$ cat config.mk
export PLATFORM = sky130hd
export DESIGN_NAME = ar_id_remapper
export DESIGN_NICKNAME = d
export VERILOG_FILES = /design/src/rtl/rob_pkg.sv /design/src/rtl/rob_pipe_reg.sv /design/src/rtl/ar_id_remapper.sv
export SDC_FILE = /design/constraint.sdc
export NUM_CORES = 1
export LEC_CHECK = 0
export ABC_AREA = 1
export BUFFER_PORTS_ARGS = -buffer_cell sky130_fd_sc_hd__buf_2
export CAP_MARGIN = 20
export CORE_MARGIN = 2
export CORE_UTILIZATION = 45
export DETAILED_ROUTE_END_ITERATION = 10
export GPL_TIMING_DRIVEN = 0
export PLACE_DENSITY = 0.71
export SETUP_SLACK_MARGIN = 0.05
export SYNTH_ARGS = -nofsm -noshare
export SYNTH_HDL_FRONTEND = slang
export SYNTH_SLANG_ARGS = --single-unit
$ cat constraint.sdc
create_clock -name clk -period 2.4 [get_ports clk]
set_clock_uncertainty 0.05 [all_clocks]
set_input_delay 0.36 -clock clk [delete_from_list [all_inputs] [get_ports clk]]
set_output_delay 0.36 -clock clk [all_outputs]
set_load 0.02 [all_outputs]
$ cat src/rtl/rob_pkg.sv
`default_nettype none
// ============================================================================
//  Module      : rob_pkg
//  Description : Shared types and defaults for the read-ID remapping path.
//                These are used by the AR ingress stage, the ID allocator and
//                the R-path restore stage.
//  Revision    : 1.0 - initial release
// ============================================================================
package rob_pkg;

   localparam int ROB_ID_WIDTH  = 4;
   localparam int ROB_PAYLOAD_W = 64;

   // The AR beat waits in HOLD with its original ID until an ID is allocated.
   typedef struct packed {
      logic [ROB_ID_WIDTH-1:0]  id;
      logic [ROB_PAYLOAD_W-1:0] payload;
   } ar_hold_t;

   // The AR beat sits in OUT with its allocated unique ID.
   typedef struct packed {
      logic [ROB_ID_WIDTH-1:0]  uid;
      logic [ROB_PAYLOAD_W-1:0] payload;
   } ar_out_t;

endpackage : rob_pkg
`default_nettype wire

$ cat src/rtl/rob_pipe_reg.sv
`default_nettype none
// ============================================================================
//  Module      : rob_pipe_reg
//  Description : Valid/data pipeline register. Load has priority over clear,
//                so a simultaneous drain and refill replaces the contents.
//  Revision    : 1.0 - initial release
// ============================================================================
module rob_pipe_reg #(
   parameter int WIDTH = 8
) (
   input  logic             clk,
   input  logic             rst,
   input  logic             load_i,
   input  logic             clear_i,
   input  logic [WIDTH-1:0] data_i,
   output logic             valid_o,
   output logic [WIDTH-1:0] data_o
);

   logic             valid_q, valid_d;
   logic [WIDTH-1:0] data_q,  data_d;

   // Next state: a load sets valid and captures data, a clear only drops valid.
   always_comb begin
      valid_d = valid_q;
      data_d  = data_q;
      if (load_i) begin
         valid_d = 1'b1;
         data_d  = data_i;
      end else if (clear_i) begin
         valid_d = 1'b0;
      end
   end

   // State register with synchronous reset.
   always_ff @(posedge clk) begin
      if (rst) begin
         valid_q <= 1'b0;
         data_q  <= '0;
      end else begin
         valid_q <= valid_d;
         data_q  <= data_d;
      end
   end

   assign valid_o = valid_q;
   assign data_o  = data_q;

endmodule : rob_pipe_reg
`default_nettype wire

$ cat src/rtl/ar_id_remapper.sv
`default_nettype none
// ============================================================================
//  Module      : ar_id_remapper
//  Description : AR ingress stage. It holds each incoming AR beat, requests a
//                unique ID for the beat's original ARID, and forwards the beat
//                downstream with ARID replaced by the granted unique ID.
//  Revision    : 1.0 - initial release
// ============================================================================
module ar_id_remapper
   import rob_pkg::*;
#(
   parameter int ID_WIDTH    = ROB_ID_WIDTH,
   parameter int PAYLOAD_W   = ROB_PAYLOAD_W,
   parameter int STALL_CNT_W = 16
) (
   input  logic                   clk,
   input  logic                   rst,
   // upstream AR
   input  logic                   s_arvalid,
   output logic                   s_arready,
   input  logic [ID_WIDTH-1:0]    s_arid,
   input  logic [PAYLOAD_W-1:0]   s_arpayload,
   // allocator
   output logic                   alloc_req,
   output logic [ID_WIDTH-1:0]    alloc_orig_id,
   input  logic                   alloc_gnt,
   input  logic [ID_WIDTH-1:0]    alloc_unique_id,
   input  logic                   alloc_full,
   // downstream AR
   output logic                   m_arvalid,
   input  logic                   m_arready,
   output logic [ID_WIDTH-1:0]    m_arid,
   output logic [PAYLOAD_W-1:0]   m_arpayload,
   // status
   output logic [STALL_CNT_W-1:0] stall_cycles
);

   localparam int ENTRY_W = ID_WIDTH + PAYLOAD_W;

   logic                   w_hold_valid;
   logic [ENTRY_W-1:0]     w_hold_data;
   logic [ID_WIDTH-1:0]    w_hold_id;
   logic [PAYLOAD_W-1:0]   w_hold_payload;
   logic [ENTRY_W-1:0]     w_out_data;
   logic                   w_out_can_load;
   logic                   w_grant;
   logic                   w_s_hs;
   logic                   w_unused_alloc_full;
   logic [STALL_CNT_W-1:0] stall_q, stall_d;

   // The allocator's full flag is status only; its grant is authoritative.
   assign w_unused_alloc_full = alloc_full;

   assign w_hold_id      = w_hold_data[ENTRY_W-1 -: ID_WIDTH];
   assign w_hold_payload = w_hold_data[PAYLOAD_W-1:0];

   // Handshake glue. The request never looks at the grant, which avoids a
   // combinational loop through the allocator. The grant is qualified with
   // the request so a stray grant cannot retire a beat OUT cannot store.
   assign w_out_can_load = ~m_arvalid | m_arready;
   assign alloc_req      = w_hold_valid & w_out_can_load;
   assign alloc_orig_id  = w_hold_id;
   assign w_grant        = alloc_req & alloc_gnt;
   assign s_arready      = ~w_hold_valid | w_grant;
   assign w_s_hs         = s_arvalid & s_arready;

   rob_pipe_reg #(
      .WIDTH   (ENTRY_W)
   ) u_hold (
      .clk     (clk),
      .rst     (rst),
      .load_i  (w_s_hs),
      .clear_i (w_grant),
      .data_i  ({s_arid, s_arpayload}),
      .valid_o (w_hold_valid),
      .data_o  (w_hold_data)
   );

   rob_pipe_reg #(
      .WIDTH   (ENTRY_W)
   ) u_out (
      .clk     (clk),
      .rst     (rst),
      .load_i  (w_grant),
      .clear_i (m_arready),
      .data_i  ({alloc_unique_id, w_hold_payload}),
      .valid_o (m_arvalid),
      .data_o  (w_out_data)
   );

   assign m_arid      = w_out_data[ENTRY_W-1 -: ID_WIDTH];
   assign m_arpayload = w_out_data[PAYLOAD_W-1:0];

   // The stall counter advances on every requested-but-refused cycle and sticks at all-ones.
   always_comb begin
      stall_d = stall_q;
      if (alloc_req && !alloc_gnt && !(&stall_q)) begin
         stall_d = stall_q + 1'b1;
      end
   end

   // Stall counter register.
   always_ff @(posedge clk) begin
      if (rst) begin
         stall_q <= '0;
      end else begin
         stall_q <= stall_d;
      end
   end

   assign stall_cycles = stall_q;

endmodule : ar_id_remapper
`default_nettype wire

======== Word-level counts from Yosys, hierarchy flattened ========
Cells that the tools add are included.
storage, ports and cells
  flip-flop bits (word level) ............. 154
  output and inout bits ................... 91
  word-level logic and storage cells ...... 24
  input port bits ......................... 78
operators by class
  $add $sub $neg .......................... 1
  muxes and demuxes ....................... 4
  bitwise logic cells ..................... 7
  reductions and logical operators ........ 7
operators with widths
  cell                   number
  $add 16x1->16 const B  1
  $reduce_and 16->1      1
  $mux 1                 4
  $reduce_bool 2->1      2
  $and 1x1->1            3
  $logic_and 1x1->1      2
  $logic_not 1->1        2
  $not 1->1              2
  $or 1x1->1             2

======== Longest topological paths before layout ========
Gate-level depths: netlist (run 1).
  word-level depth ........................ 7
  depth in mapped cells ................... 12
  depth with buffers taken out ............ 10

======== Hierarchy ========
From an unflattened synthesis (run 1), not the netlist that was laid out.
second synthesis, totals
  cells, all modules ...................... 784
  area total of the unflattened synthesis .. 5820.6 um^2
by module, submodules not included
  module          times used  area an instance (um^2)  cells each  sequential area each (um^2)
  rob_pipe_reg    2           2368.5                   299         1381.3
  ar_id_remapper  1           1083.5                   186         320.3

======== Least setup slack after synthesis (run 1) ========
No wires, ideal clock.
  path type ............................... reg2reg
  start ................................... reg stall_q[0], in the netlist stall_cycles[0]
  end ..................................... reg stall_q[13], in the netlist stall_cycles[13]
  period minus slack after synthesis ...... 1.710 ns
  stages on the path, launching flop included .. 10
  arrival time ............................ 1.545 ns
  required time ........................... 2.235 ns
  library setup time ...................... 0.115 ns
  path buffers ............................ 1
  slack ................................... 0.690 ns
  cell sequence ........................... dfxtp_1 > ha_1 > nand3_1 > inv_1 > nand2_1 > inv_1 > nand3_1 > buf_2 > a21oi_1 > nor2_1
between the ends
  word-level cells in the longest chain between the ends .. 3
  elaborated cells on any way between the ends .. 4
  those cells by class .................... add/sub: 1; reduce/logical: 3
ends and longest elaborated chain
  what                                                                   line                   text
  from (decl)                                                            ar_id_remapper.sv:49   logic [STALL_CNT_W-1:0] stall_q, stall_d;
  from (signal assigned)                                                 ar_id_remapper.sv:107  stall_q <= stall_d;
  parallel branches: the longest is 3 deep, another holds $add 16x1->16  --
Several ways; the timed one is not identified.
A chain may end at the register's enable or synchronous reset.

======== Worst setup path in the final report (run 1) ========
  start ................................... reg stall_q[0], in the netlist stall_cycles[0]
  end ..................................... reg stall_q[10], in the netlist stall_cycles[10]
Same word-level chain as after synthesis.

==> results.sh, run 1 <==
export IMPL_met3_length_um=830
export IMPL_rsz0062_at_grt="no"
export IMPL_r2r_start="stall_cycles[0]"
export IMPL_drive_above_1_share_pct=23.3
export IMPL_slew_violations=0
export IMPL_clk_latency_ns=0.43
export IMPL_dp_cells=1105
export IMPL_cts_root_buf="clkbuf_16"
export IMPL_netlist_area_um2=5710
export IMPL_portBuffers=166
export IMPL_antenna_found_initial=2
export IMPL_start_kind="flip-flop"
export IMPL_tightest_slew_ns=0.646
export IMPL_routed_wl_mm=14.5
export IMPL_synth_avg_cell_area_um2=7.44
export IMPL_hold_buffers=0
export IMPL_r2r_slack_ns=0.53
export IMPL_drv_cap=0
export IMPL_drt_pass1_iter_count=4
export IMPL_critPathKind="flip-flop to flip-flop"
export IMPL_slowest_delay_ns=0.49
export IMPL_hold_ws_ns=0.126
export IMPL_cts_buffers=17
export IMPL_finalSetupViolations=0
export IMPL_post_cts_buffers=0
export IMPL_setup_tns_final_ns=0
export IMPL_dp_hpwl_mm=10.3
export IMPL_cp_max_fo=9
export IMPL_pre_cts_slack_ns=0.464
export IMPL_fin_nets=1031
export IMPL_ys_top_cells_by_area="dfxtp_1 (54%), nand2_1 (13%), nor2_1 (11%)"
export IMPL_ctsResizeCount=0
export IMPL_grt_max_degree=17
export IMPL_wl_met2_mm=6.65
export IMPL_grt_pass1_vias=4799
export IMPL_postRouteAntennaNets=0
export IMPL_design_portCount=169
export IMPL_grt_pass1_wl_mm=22.7
export IMPL_grt_overflow=0
export IMPL_syn_inst=767
export IMPL_maxSlewHeadroom_pct=56.7
export IMPL_worstHoldPathType="input pin to flip-flop"
export IMPL_clk_pin_slew_ns=0.06
export IMPL_synth_nets=846
export IMPL_cts_tree="built"
export IMPL_clock_sinks=154
export IMPL_clock_fmax_mhz=535
export IMPL_synth_top_area_cell="dfxtp_1"
export IMPL_hold_path_startpoint="s_arpayload[28]"
export IMPL_die_x_um=117
export IMPL_cts_buffer_depth=2
export IMPL_die_area_um2=13600
export IMPL_worstHoldPathCells=3
export IMPL_leakage_nw=3.31
export IMPL_r2r_end="stall_cycles[10]"
export IMPL_drt_iter0_drc=355
export IMPL_yosys_warnings=0
export IMPL_synthDistinctLibCells=17
export IMPL_cts_max_level=4
export IMPL_ir_drop_uv=507
export IMPL_viasPerCell=4.74
export IMPL_yosys_area_top_type_share_pct=54.0
export IMPL_end_kind="flip-flop"
export IMPL_initial_core_util_pct=45.6
export IMPL_wire_per_inst_um=12.8
export IMPL_gp_congestion=0.866
export IMPL_crit_required_ns=2.69
export IMPL_fin_crit_ns=1.87
export IMPL_rows=41
export IMPL_dr_max_layer_used="met5"
export IMPL_crit_slowest_cell="nor2_1"
export IMPL_critical_path_buf_inv_count=1
export IMPL_cp_cell_sequence="ha_1 -> nand3_1 -> inv_1 -> nand2_1 -> nor2_1 -> nor2_1 -> nand2_1 -> a21oi_1"
export IMPL_reg2reg_depth=8
export IMPL_min_to="u_hold.data_o[28]"
export IMPL_die_h_um=117
export IMPL_area_delta_synth_final_pct=29.8
export IMPL_coreArea_um2=12500
export IMPL_critPathArrivalTime_ns=2.17
export IMPL_met1_length_mm=6.76
export IMPL_via_count=5399
export IMPL_synth_seq_cells=154
export IMPL_layout_setup_ws_ns=0.529
export IMPL_final_core_util_pct=59.2
export IMPL_status="completed"
export IMPL_path_delay_family="simple AND/OR/NAND/NOR gates"
export IMPL_yosysSeqAreaShare_pct=54.0
export IMPL_drc=0
export IMPL_hold_violations=0
export IMPL_fin_cells=1138
export IMPL_power_density_nw_per_um2=846
export IMPL_period_share_pct=77.9
export IMPL_track_usage_pct=21.5
[registers in the layout (all words and copies together) (netlist names)]
signal          cells
u_hold.valid_o      1
u_hold.data_o      68
u_out.data_o       68
stall_cycles       16
u_out.valid_o       1
[how the worst max path moves through the flow]
stage	startpoint	end	cells past startpoint
final	stall_cycles[0]	stall_cycles[10]	8
after global routing	stall_cycles[0]	stall_cycles[11]	7
after CTS	stall_cycles[0]	stall_cycles[10]	8
after detailed placement	rst	u_hold.data_o[61]	6
after global placement	rst	u_hold.data_o[63]	6
after floorplan	stall_cycles[0]	stall_cycles[13]	9
[power breakdown]
part / total [W] / switching (W) / internal (W) / leakage (nW)
clock network: 0.00295 / 0.00107 / 0.00188 / 0.321
registers: 0.00276 / 0.0000667 / 0.00269 / 1.26
logic: 0.000560 / 0.000353 / 0.000207 / 1.73
[cells by family (layout without fill, tap and decap cells)]
family / count (synthesis) / after routing / share of synthesized area, %
and+or+nand+nor: 386 / 386 / 26.2
AOI/OAI and AO/OA: 154 / 154 / 13.5
DFF: 154 / 154 / 54.0
buffers and inverters: 70 / 268 / 5.76
xor gates and xnor gates: 2 / 2 / 0.307
adders and majority gates: 1 / 1 / 0.219
other: 0 / 1 / 0
[cell usage after synthesis]
| library cell | n |
|---|---|
| buf_6 | 4 |
| nor2_1 | 171 |
| o21ai_0 | 68 |
| nand4_1 | 3 |
| a21oi_1 | 81 |
| ha_1 | 1 |
| nand2_1 | 195 |
| clkbuf_1 | 29 |
| xor2_1 | 2 |
| inv_1 | 17 |
| buf_4 | 6 |
| dfxtp_1 | 154 |
| o21ai_1 | 5 |
| buf_2 | 11 |
| nand2_4 | 3 |
| nand3_1 | 14 |
| inv_2 | 3 |
[tightest hold or removal path: stages]
cell and delay (ns):
buf_2 0.07, o21ai_0 0.07, nor2_1 0.07
[per-layer routing]
layer	vias up	track usage (%)
li1	2810	-
met1	2410	28.0
met2	156	34.4
met3	21	5.71
met4	2	8.47
met5	-	0
[through the flow]
step	area [um2]	total power, W
4_1_cts	7410	0.00632
5_1_grt	7410	0.00652
3_5_place_dp	6760	0.00338
3_3_place_gp	6760	0.00337
2_1_floorplan	5710	0.00317
6_report	7410	0.00627
[area by class of cell]
cell class	count	area, um2
fill	1258	5100
sequential	154	3080
multi-input combinational	543	2300
timing repair buffer	166	831
clock buffer	18	439
buffer	50	254
clock inverter	14	216
tap	172	215
inverter	20	75.1
antenna	1	2.50
[placed cells by master, fill, tap and decap left out, types with 14 or more instances in the layout]
cell | netlist | final
dfxtp_1 | 154 | 154
a21oi_1 | 81 | 81
clkbuf_16 | 0 | 17
nor2_1 | 171 | 171
inv_1 | 17 | 17
o21ai_0 | 68 | 68
clkbuf_1 | 29 | 29
nand2_1 | 195 | 195
nand3_1 | 14 | 14
buf_2 | 11 | 177
Power figures use the tool's default switching activity.
==> inputs of run 2 (changes only) <==
clock period = 1.8 ns   (was 2.4 ns; I/O delays follow)
==> run 2 against run 1 <==
Highest routed layer unchanged. Wire length increased by 0.81%. Flip-flop and latch count unchanged. Die area unchanged. Sequential share of layout area decreased by 0.18 points. Largest power group unchanged. Worst hold slack got worse by 0.088 ns. Clock-buffer cell count unchanged. Clock power increased by 34%. Worst setup slack got worse by 0.42 ns.
==> results.sh, run 2 (synthesis gave the netlist of run 1 again) <==
export IMPL_end_kind="output port"
export IMPL_place_area_um2=6760
export IMPL_cts_root_buf="clkbuf_16"
export IMPL_worstHoldPathCells=3
export IMPL_die_area_um2=13600
export IMPL_critPathKind="flip-flop to output port"
export IMPL_reg2reg_depth=9
export IMPL_layout_setup_ws_ns=0.108
export IMPL_grt_max_degree=17
export IMPL_finalSetupViolations=0
export IMPL_dp_hpwl_mm=10.3
export IMPL_track_usage_pct=21.6
export IMPL_gp_congestion=0.866
export IMPL_clock_sinks=154
export IMPL_ir_drop_uv=675
export IMPL_pre_cts_slack_ns=-0.0578
export IMPL_status="completed"
export IMPL_cts_buffers=17
export IMPL_drt_iter0_drc=375
export IMPL_crit_required_ns=1.48
export IMPL_area_delta_synth_final_pct=30.6
export IMPL_clk_latency_ns=0.43
export IMPL_viasPerCell=4.76
export IMPL_most_common_layout_cells="nand2_1 (195), buf_2 (175), nor2_1 (170)"
export IMPL_setup_tns_final_ns=0
export IMPL_rows=41
export IMPL_cpMostUsedCell="nand2_1"
export IMPL_start_kind="flip-flop"
export IMPL_fin_nets=1031
export IMPL_tightest_slew_ns=0.611
export IMPL_via_count=5421
export IMPL_routed_wl_mm=14.7
export IMPL_power_density_nw_per_um2=1120
export IMPL_fin_crit_ns=1.69
export IMPL_grt_overflow=0
export IMPL_final_common_cell="nand2_1"
export IMPL_period_share_pct=94.0
export IMPL_die_x_um=117
export IMPL_drt_pass1_iter_count=5
export IMPL_die_h_um=117
export IMPL_slowest_delay_ns=0.31
export IMPL_clock_fmax_mhz=591
export IMPL_design_portCount=169
export IMPL_crit_slowest_cell="dfxtp_1"
export IMPL_cts_buffer_depth=2
export IMPL_portBuffers=166
export IMPL_postRouteAntennaNets=0
export IMPL_coreArea_um2=12500
export IMPL_final_area_um2=7460
export IMPL_rsz0062_at_grt="yes"
export IMPL_hold_ws_ns=0.0380
export IMPL_drive_above_1_share_pct=24.5
export IMPL_maxSlewHeadroom_pct=59.3
export IMPL_grt_pass1_wl_mm=22.8
export IMPL_worstHoldPathType="input pin to flip-flop"
export IMPL_leakage_nw=3.32
export IMPL_cts_max_level=4
export IMPL_cp_cell_sequence="nand2_1 -> nand2_1 -> inv_2 -> nand2_8 -> nand2_4 -> buf_4"
export IMPL_grt_pass1_vias=4803
export IMPL_drc=0
export IMPL_drv_cap=0
export IMPL_hold_violations=0
export IMPL_wire_per_inst_um=12.9
export IMPL_antenna_found_initial=2
export IMPL_initial_core_util_pct=45.6
export IMPL_clk_pin_slew_ns=0.06
export IMPL_cp_max_fo=8
export IMPL_slew_violations=0
export IMPL_cts_tree="built"
export IMPL_critPathArrivalTime_ns=1.37
==> run 2: cell counts in the layout (fill, tap and decap cells not counted) <==
Identical to the previous run, type by type.
==> run 2: layout make-up <==
class | instances | area [um2]
inverters | 20 | 75.1
plain buffers | 49 | 256
fillers | 1254 | 5060
repair buffers | 167 | 841
multi-input cells | 543 | 2320
well taps | 172 | 215
clock buffers | 18 | 439
clock inverters | 14 | 216
diodes | 1 | 2.50
flip-flops and latches | 154 | 3090
==> run 2: through the flow <==
| step | util [%] | total power, W | instances |
|---|---|---|---|
| after global routing | 59.6 | 0.00871 | 1137 |
| after detailed placement | 54.0 | 0.00451 | 1105 |
| final | 59.6 | 0.00838 | 1138 |
| after floorplan | - | 0.00423 | 767 |
| after global placement | 54.0 | 0.00450 | 1105 |
| after CTS | 59.3 | 0.00843 | 1137 |
==> run 2: path summary, 6_finish.rpt <==
| check | start | endpoint | slack, ns |
|---|---|---|---|
| setup reg to reg | stall_cycles[1] | stall_cycles[14] | 0.19 |
| hold reg to reg | u_hold.data_o[7] | u_out.data_o[7] | 0.40 |
| hold / removal | s_arpayload[28] | u_hold.data_o[28] | 0.04 |
| setup / recovery | u_out.valid_o | s_arready | 0.11 |
==> run 2: critical path: cells and delay by family (launching register included) <==
| family | cells | cell delay (ns) |
|---|---|---|
| flops | 1 | 0.31 |
| simple gates | 4 | 0.37 |
| buf+inv | 2 | 0.28 |
==> run 2: layer usage <==
layer / share of wire, % / vias to the layer above / track usage [%]
met5: 0.089 / - / 0
met4: 2.1 / 2 / 8.63
met3: 5.5 / 25 / 5.71
met2: 46 / 154 / 34.4
met1: 47 / 2429 / 28.0
li1: - / 2811 / -
==> run 2: power breakdown <==
group / switching (W) / internal [W]
clock: 0.00143 / 0.00251
sequential: 0.0000904 / 0.00359
combinational: 0.000476 / 0.000284
total: 0.00200 / 0.00638
==> run 2: repair_timing <==
item | CTS | global route
hold buffers | 0 | 0
resized for setup | 5 | 16
pin swaps | 0 | 0
setup buffers | 0 | 1
endpoints found under the setup margin | 13 | 58
==> inputs of run 3 (changes only) <==
--- a/config.mk
+++ b/config.mk
@@ -14,2 +14,3 @@
 export GPL_TIMING_DRIVEN = 0
+export HOLD_SLACK_MARGIN = 0.03
 export PLACE_DENSITY = 0.71
==> constraint.sdc (replaced) <==
create_clock -name clk -period 1.8 [get_ports clk]
set_clock_uncertainty 0.05 [all_clocks]
set_input_delay 0.18 -clock clk [delete_from_list [all_inputs] [get_ports clk]]
set_output_delay 0.18 -clock clk [all_outputs]
set_load 0.02 [all_outputs]
==> run 3 against run 2 <==
Sequential share of layout area is 3.6 points lower. Cell area is 9.5% higher. Clock-buffer cell count stayed put. Global-route usage is 1.7 points higher. Register-to-register slack hardly changed. Worst setup slack better by 0.033 ns. Core utilization is 5.7 points higher. Fmax is 2.0% higher.
==> results.sh, run 3 (synthesis gave the netlist of run 1 again) <==
export IMPL_track_usage_pct=23.3
export IMPL_clk_pin_slew_ns=0.06
export IMPL_hold_ws_ns=0.107
export IMPL_p_seq_share_pct=43.3
export IMPL_rows=41
export IMPL_cts_buffers=17
export IMPL_via_count=5771
export IMPL_met2_usage_pct=39.2
export IMPL_cts_root_buf="clkbuf_16"
export IMPL_area_delta_synth_final_pct=43.1
export IMPL_die_h_um=117
export IMPL_ir_drop_uv=677
export IMPL_fin_crit_ns=1.66
export IMPL_gp_congestion=0.866
export IMPL_end_kind="output port"
export IMPL_diodes=0
export IMPL_drc=0
export IMPL_coreArea_um2=12500
export IMPL_clock_power_share_pct=46.3
export IMPL_critical_path_buf_inv_count=2
export IMPL_slowest_delay_ns=0.31
export IMPL_cpMostUsedCell="nand2_1"
export IMPL_maxSlewHeadroom_pct=59.2
export IMPL_total_power_w=0.00852
export IMPL_most_common_layout_cells="nand2_1 (195), buf_2 (175), nor2_1 (170)"
export IMPL_portBuffers=166
export IMPL_critPathKind="flip-flop to output port"
export IMPL_drt_pass1_iter_count=4
export IMPL_cts_buffer_depth=2
export IMPL_die_area_um2=13600
export IMPL_design_portCount=169
export IMPL_netSwitchingFraction_pct=23.9
export IMPL_cts_tree="built"
export IMPL_critPathArrivalTime_ns=1.43
export IMPL_grt_pass1_vias=5257
export IMPL_busiest_layer="met2"
export IMPL_hold_violations=0
export IMPL_crit_slowest_cell="dfxtp_1"
export IMPL_leakage_nw=3.62
export IMPL_slew_violations=0
export IMPL_status="completed"
export IMPL_grt_overflow=0
export IMPL_post_cts_buffers=0
export IMPL_path_delay_family="simple AND/OR/NAND/NOR gates"
export IMPL_tightest_slew_ns=0.612
export IMPL_grt_pass1_wl_mm=24.7
export IMPL_combPwrFrac_pct=10.4
export IMPL_cts_max_level=4
export IMPL_final_area_um2=8170
export IMPL_grt_max_degree=17
export IMPL_clock_sinks=154
export IMPL_fin_nets=1102
export IMPL_drive_above_1_share_pct=22.7
export IMPL_drt_iter0_drc=392
export IMPL_postRouteAntennaNets=0
export IMPL_p_switching_w=0.00204
export IMPL_clk_latency_ns=0.42
export IMPL_use_met1_pct=29.2
export IMPL_initial_core_util_pct=45.6
export IMPL_crit_required_ns=1.57
export IMPL_rsz0062_at_grt="no"
export IMPL_die_x_um=117
export IMPL_antenna_found_initial=0
export IMPL_final_core_util_pct=65.3
export IMPL_clock_fmax_mhz=603
export IMPL_wire_per_inst_um=13.2
export IMPL_power_density_nw_per_um2=1040
export IMPL_final_common_cell="nand2_1"
export IMPL_cp_cell_sequence="nand2_1 -> nand2_1 -> inv_2 -> nand2_8 -> nand2_4 -> buf_2"
export IMPL_dp_hpwl_mm=10.3
export IMPL_drv_cap=0
export IMPL_setup_tns_final_ns=0
export IMPL_cell_internal_pwr_w=0.00648
export IMPL_use_met3_pct=5.19
export IMPL_viasPerCell=4.78
export IMPL_routed_wl_mm=15.9
export IMPL_worstHoldPathType="input pin to flip-flop"
export IMPL_place_area_um2=6760
export IMPL_period_share_pct=92.2
export IMPL_finalSetupViolations=0
export IMPL_cp_max_fo=8
export IMPL_start_kind="flip-flop"
[run 3: changes by cell type in the layout (fill, tap and decap cells not counted)]
cell and delta:
dlygate4sd3_1 +72, diode_2 -1, buf_4 -1
[run 3: power groups by stage]
| stage | logic, W | clock network [W] | registers, W |
|---|---|---|---|
| 2_1_floorplan | 0.000433 | 0 | 0.00380 |
| 3_3_place_gp | 0.000747 | 0 | 0.00375 |
| 3_5_place_dp | 0.000754 | 0 | 0.00376 |
| 4_1_cts | 0.000878 | 0.00399 | 0.00368 |
| 5_1_grt | 0.000993 | 0.00414 | 0.00371 |
| 6_report | 0.000887 | 0.00394 | 0.00368 |
[run 3: worst paths after layout]
check	from	to	slack [ns]	cells past startpoint
worst max-delay path	u_out.valid_o	s_arready	0.14	6
worst min-delay path	m_arready	u_out.valid_o	0.11	6
worst max register to register	u_out.valid_o	u_out.data_o[58]	0.18	9
worst min register to register	u_hold.data_o[7]	u_out.data_o[7]	0.41	2
[run 3: repair_timing]
item | CTS | global route
setup endpoints to repair | 12 | 58
hold endpoints to repair | 72 | 0
hold buffers | 72 | 0
resized for setup | 4 | 18
cloned | 0 | 0
pin swaps | 0 | 0
[run 3: worst register-to-register path, cell delays in order, from the launching register on]
cell and delay (ns):
dfxtp_1 0.31, nand2_1 0.11, nand2_1 0.09, inv_2 0.13, nand2_8 0.10, inv_2 0.09
buf_2 0.24, buf_4 0.22, nand2_1 0.06, a21oi_1 0.13
[run 3: per-layer routing]
layer	vias to the layer above	wire length [um]
met4	0	336
met1	2618	7270
li1	2952	-
met2	171	7590
met3	30	701
met5	-	0
[run 3: final cells by class]
cell class,count,area (um2)
inverters,20,75.1
multi-input cells,543,2320
clock buffers,18,439
clock inverters,14,216
well taps,172,215
fillers,1147,4350
flip-flops and latches,154,3090
plain buffers,49,259
repair buffers,238,1550
[run 3: stage by stage]
stage	setup WS, ns	std cells
final	0.141	1208
after global routing	0.0533	1208
after CTS	0.0914	1209
after detailed placement	-0.0578	1105
after global placement	-0.00433	1105
after floorplan	0.0900	767
